`config.mk`:
```
export PLATFORM = sky130hd
export DESIGN_NAME = jtframe_dly_ram
export DESIGN_NICKNAME = d
export VERILOG_FILES = /design/src/rtl/jtframe_dly_ram_pkg.sv /design/src/rtl/jtframe_dly_bram.sv /design/src/rtl/jtframe_dly_ram.sv
export SDC_FILE = /design/constraint.sdc
export NUM_CORES = 2
export LEC_CHECK = 0
export BUFFER_PORTS_ARGS = -buffer_cell sky130_fd_sc_hd__buf_4
export CORE_MARGIN = 8
export CORE_UTILIZATION = 45
export CTS_CLUSTER_DIAMETER = 80
export DETAILED_ROUTE_END_ITERATION = 10
export PLACE_DENSITY_LB_ADDON = 0.25
export SETUP_SLACK_MARGIN = 0.05
export SLEW_MARGIN = 25
export SYNTH_ARGS = -nofsm -noshare
export SYNTH_HDL_FRONTEND = slang
export SYNTH_HIERARCHICAL = 1
export SYNTH_SLANG_ARGS = --single-unit
```
`constraint.sdc`:
```
create_clock -name clk -period 4.5 [get_ports clk]
set_input_delay 0.9 -clock clk [delete_from_list [all_inputs] [get_ports clk]]
set_output_delay 0.9 -clock clk [all_outputs]
set_load 0.005 [all_outputs]
```
`src/rtl/jtframe_dly_ram_pkg.sv`:
```
// Shared helpers for the run-time adjustable block-RAM delay line.
package jtframe_dly_ram_pkg;

    // Effective delay: a request of 0 behaves as 1, and nothing exceeds the buffer depth.
    function automatic int unsigned clamp_dly(input int unsigned dly, input int unsigned dmax);
        if (dly == 0)   return 1;
        if (dly > dmax) return dmax;
        return dly;
    endfunction

endpackage

```
`src/rtl/jtframe_dly_bram.sv`:
```
// Simple dual-port RAM: one write port and one registered read port on the same clock.
module jtframe_dly_bram #(
    parameter int W  = 5,
    parameter int AW = 8
) (
    input  logic          clk,
    input  logic          we,
    input  logic [AW-1:0] wr_addr,
    input  logic [W-1:0]  wr_data,
    input  logic [AW-1:0] rd_addr,
    output logic [W-1:0]  rd_data
);

    logic [W-1:0] mem [0:(1<<AW)-1];

    always_ff @(posedge clk) begin
        if (we) mem[wr_addr] <= wr_data;
        rd_data <= mem[rd_addr];
    end

endmodule

```
`src/rtl/jtframe_dly_ram.sv`:
```
// Block-RAM delay line whose depth (in clk_en ticks) is chosen at run time by dly.
// dout is zero until the line has primed for the current delay; stale RAM is never shown.
module jtframe_dly_ram
    import jtframe_dly_ram_pkg::*;
#(
    parameter int W  = 5,
    parameter int AW = 8
) (
    input  logic          clk,
    input  logic          rst,
    input  logic          clk_en,
    input  logic [AW-1:0] dly,
    input  logic [W-1:0]  din,
    output logic [W-1:0]  dout,
    output logic          primed
);

    localparam int unsigned DMAX = (1 << AW) - 1;

    logic [AW-1:0] wr_ptr;
    logic [AW-1:0] fill;
    logic [AW-1:0] dly_l;
    logic          warm;
    logic [AW-1:0] d;
    logic [AW-1:0] rd_addr;
    logic          we;
    logic [W-1:0]  ram_q;
    logic [W-1:0]  byp_q;
    logic          byp_sel;
    logic [W-1:0]  src;
    logic [AW:0]   fill_inc;
    logic [AW-1:0] fill_nx;
    logic          primed_nx;
    logic          data_ok;

    assign d  = AW'(clamp_dly(32'(dly), DMAX));
    assign we = clk_en & ~rst;

    // On a tick, fetch for the following tick using the delay being latched now; while
    // idle, keep fetching for the pending tick with the held delay.
    assign rd_addr = clk_en ? (wr_ptr + AW'(1) - d) : (wr_ptr - dly_l);

    jtframe_dly_bram #(.W(W), .AW(AW)) u_bram (
        .clk     (clk),
        .we      (we),
        .wr_addr (wr_ptr),
        .wr_data (din),
        .rd_addr (rd_addr),
        .rd_data (ram_q)
    );

    // Reading the slot being written is served from din, so RAM read-during-write mode is irrelevant.
    always_ff @(posedge clk) begin
        if (rst) begin
            byp_q   <= '0;
            byp_sel <= 1'b0;
        end else begin
            byp_q   <= din;
            byp_sel <= we && (rd_addr == wr_ptr);
        end
    end

    assign src       = byp_sel ? byp_q : ram_q;
    assign fill_inc  = {1'b0, fill} + 1'b1;
    assign fill_nx   = (fill_inc > {1'b0, dly_l}) ? dly_l : fill_inc[AW-1:0];
    assign primed_nx = fill_inc >= {1'b0, dly_l};
    // After reset the slot read on the priming tick predates the first write; after a
    // delay change the changing tick itself wrote that slot, so it is real data.
    assign data_ok   = primed_nx && (warm || (fill >= dly_l));

    always_ff @(posedge clk) begin
        if (rst) begin
            wr_ptr <= '0;
            fill   <= '0;
            dly_l  <= d;
            dout   <= '0;
            primed <= 1'b0;
            warm   <= 1'b0;
        end else if (clk_en) begin
            wr_ptr <= wr_ptr + AW'(1);
            if (d != dly_l) begin
                dly_l  <= d;
                fill   <= '0;
                primed <= 1'b0;
                dout   <= '0;
                warm   <= 1'b1;
            end else begin
                fill   <= fill_nx;
                primed <= primed_nx;
                dout   <= data_ok ? src : '0;
            end
        end
    end

endmodule
```
==> key figures <==
Worst setup path
  – Reg2reg end: u_bram/rd_data[1]$_DFF_P_
  – CP Cell Sequence: buf_4, inv_1, a41oi_1, inv_1, ha_1, fa_1, xnor2_1, mux2i_1, buf_4, inv_2, buf_4, nand2b_1, buf_12, buf_12, o22ai_1, a2111oi_0, buf_4, nor4_1, nand4_1, o211ai_1
  – Reg-to-Reg Start: wr_ptr[0]$_SDFFE_PP0P_
  – WP data arrival: around 5.0 ns
  – CP top delay family: buffers and inverters
  – Slowest-stage cell, CP: nor4_1
  – WP data required: 5.17 ns
  – R2R cell count: 16
  – Most Frequent Cell on Critical Path: buf_4
  – Critical path class: primary input to register
  – Setup crit end kind: register
  – CP Launch Point: dly[3]
  – Flop2flop setup slack: roughly 0.22 ns
  – Critical path fanouts, max: 13
  – WP buf/inv: 9
  – Delay of the slowest cell on the worst path: between 0.5 and 0.6 ns
  – CP Launch Type: primary input

Global routing
  – Largest net degree at the start of global routing: 109
  – Vias in the first global route: roughly 30000
  – Gr ovfl total: 0
  – GR Layer Usage met2: 0.334
  – Initial antenna violation count: 1
  – Total GRT Usage: 0.210
  – Busiest grt layer: met2
  – Met1 global-route usage: 0.289
  – GRT met3 Usage: 0.0460
  – Global-route wire length before repair: approximately 200000 µm

Flow run
  – Total of max-cap violations: 0

Logic synthesis
  – Syn_area_per_cell: ~19 µm²
  – Post-synth EDFFs: around 1300
  – Seq/Total Area, Yosys: 0.737
  – Post-synthesis cell count: about 2900
  – Synth top area cells: edfxtp_1 72%, mux4_2 12%, nor2_1 2.1%
  – Area leader, netlist: edfxtp_1
  – Synth async-reset ratio: 0
  – Yosys warning count: 6
  – Synth Register Bits: approximately 1300
  – Area fraction of the dominant cell type after synthesis: 0.724
  – Post-synth cell types: between 70 and 80
  – Synthesized area: roughly 0.053 mm²
  – Syn Nets: roughly 2900
  – Main synth FF type: edfxtp_1

STA
  – Worst Skew: around 0.031 ns
  – Fmax: roughly 230 MHz
  – Max Slew Vio Count: 0
  – Post-route minimum period: ~4.3 ns
  – Worst-Margin Slew: 1.07 ns
  – Tcrit/Tclk final: 0.963
  – Headroom to the max-slew limit: 0.280
  – Final hold violation count: 0
  – Hold slack: 0.370 ns
  – Setup ws final: around 0.17 ns
  – Unrepaired setup endpoints after global routing: true
  – Setup violators final: 0

Clock network
  – Clock root buffer: clkbuf_16
  – CTS tree: built
  – Max Root-Sink Buffers: 3
  – Setup Fix Bufs, Post-CTS: 0
  – CTS Sinks: around 1300
  – Cts bufs inserted: roughly 140
  – CTS hold repair buffers: 0
  – Latest clock arrival within the worst-skew pair: between 0.7 and 0.8 ns
  – H-tree levels: 4
  – Clock slew at reported path FFs: approximately 0.06 ns

Floorplan
  – Num ports: 22
  – Die Span X: 361 µm
  – Die area: 0.130 mm²
  – Rows: roughly 130
  – Core area: 0.118 mm²
  – Height of the die: between 300 and 400 µm
  – Starting Density: 0.453

Placement
  – Port Buffers: 21
  – Placer Congestion: 0.890
  – Placed Area: roughly 0.057 mm²
  – Hpwl dp: between 90000 and 100000 µm
  – Placement Setup Slack: -0.577 ns

Layout
  – Share of layout cells above drive strength 1: 0.255
  – Final Net Count: around 3200
  – P&R area growth vs syn: 16.1%
  – Fillcell total: 9142
  – Final instance area: 0.0620 mm²
  – Fin util: 0.526

Detailed routing
  – DR vias/cell: around 6.1
  – DR DRC count: 0
  – First-pass DRT Iterations: 6
  – DR vias: 29100
  – Drt wl/cell: about 29 µm
  – Antenna viol nets, final: 0
  – Initial drt markers: about 3400
  – Routed WL: 138000 µm

Pwr
  – Final Power: around 29 mW
  – VDD IR-drop max: around 420 µV
  – PwrDens: around 470 mW/mm²
  – Leakage: approximately 20 nW

Hold path
  – Hold path depth: 1
  – Hold path startpoint: dly[2]
  – Hold/Removal Path Class: primary input to register
  – Hold EP: dly_l[2]$_DFFE_PP_

Status
  – Run status: finished clean
## worst reg2reg max path, cell delays in order (launching register included)
cell	delay, ns
dfxtp_1	0.45
ha_2	0.31
xor2_1	0.18
ha_1	0.31
o21ai_0	0.21
a21oi_2	0.25
buf_4	0.16
mux2i_1	0.21
nand4_1	0.18
buf_12	0.20
buf_4	0.21
buf_4	0.20
nand3_1	0.10
a2111oi_0	0.07
nor4_1	0.59
nand4_1	0.40
o211ai_1	0.21
## cells by family after synthesis
logic type,after synthesis,share of synthesized area
compound gates,282,0.0371
xor+xnor,32,0.00524
fa+ha+maj,35,0.00848
buf+inv,204,0.0176
flops,1322,0.737
mux,410,0.145
simple gates,589,0.0504
## what timing repair did
| action | in CTS | in global routing |
|---|---|---|
| pin swaps | 1 | 0 |
| gates resized for setup | 5 | 5 |
| endpoints found under the setup margin | 3 | 5 |
## worst max-delay path by stage
stage	slack (ns)	end	depth (start not counted)
2_1_floorplan	0.12	u_bram/rd_data[1]$_DFF_P_	15
3_3_place_gp	-0.73	u_bram/rd_data[0]$_DFF_P_	19
3_5_place_dp	-0.58	u_bram/rd_data[4]$_DFF_P_	19
4_1_cts	0.08	u_bram/rd_data[4]$_DFF_P_	17
5_1_grt	0.07	u_bram/rd_data[3]$_DFF_P_	17
6_report	0.17	u_bram/rd_data[1]$_DFF_P_	20
## cells in the final DEF, fill, tap and decap left out, types with 16 or more instances in the layout
cell type / Yosys / layout
nor3_1: 27 / 27
o21ai_0: 42 / 42
o22ai_1: 36 / 36
clkbuf_16: 0 / 144
edfxtp_1: 1288 / 1288
nor2b_1: 26 / 24
clkinv_2: 0 / 20
mux2i_1: 114 / 113
nand2_1: 77 / 77
nand3_1: 50 / 50
buf_12: 0 / 47
nor4_1: 19 / 16
nand4_1: 22 / 22
clkinv_1: 0 / 22
ha_1: 33 / 32
inv_1: 29 / 27
nor2_1: 305 / 304
a22oi_1: 47 / 47
dfxtp_1: 34 / 33
buf_4: 24 / 253
clkbuf_1: 104 / 30
nand2b_1: 16 / 16
mux4_2: 289 / 289
a21oi_1: 35 / 33
xor2_1: 17 / 17
## cells in the mapped netlist, types with 9 or more instances
library cell	n
edfxtp_1	1288
nor2_1	305
mux4_2	289
mux2i_1	114
clkbuf_1	104
nand2_1	77
nand3_1	50
a22oi_1	47
o21ai_0	42
o22ai_1	36
a21oi_1	35
dfxtp_1	34
ha_1	33
inv_1	29
nor3_1	27
nor2b_1	26
buf_2	24
buf_4	24
nand4_1	22
nor4_1	19
xor2_1	17
buf_1	16
nand2b_1	16
a211oi_1	15
xnor2_1	15
o221ai_1	12
o31ai_1	9
## routing by layer
metal  routed length, µm  share of wire
met4                4680          0.034
met2               65200           0.47
met3               12500          0.090
met5                   0              0
met1               55800           0.40
## registers in the layout, indices dropped and copies added, names as in the netlist
name / cells
byp_q: 5
byp_sel: 1
dly_l: 8
dout: 5
fill: 8
primed: 1
u_bram/mem: 1280
u_bram/rd_data: 5
warm: 1
wr_ptr: 8
## area by class of cell
class | instances | area [µm²] | area share
sequential | 1322 | 39400 | 0.634
multi-input combinational | 1348 | 13200 | 0.213
clock buffer | 181 | 3810 | 0.0614
timing repair buffer | 305 | 2900 | 0.0467
tap | 1536 | 1920 | 0.0310
clock inverter | 68 | 712 | 0.0115
inverter | 29 | 109 | 0.00175
antenna | 2 | 5.00 | 0.0000807
## where the power goes
group	internal, mW	switching, mW
Clock	6.59	4.68
Combinational	2.05	2.40
Sequential	13.5	0.0543
## stage by stage
stage | setup TNS [ns] | std cells
finish | 0 | 4791
global route | 0 | 4789
CTS | 0 | 4789
detailed placement | -2.42 | 4540
global placement | -3.10 | 4540
floorplan | 0 | 2874
Note: power is estimated with default switching activity, not from simulation.
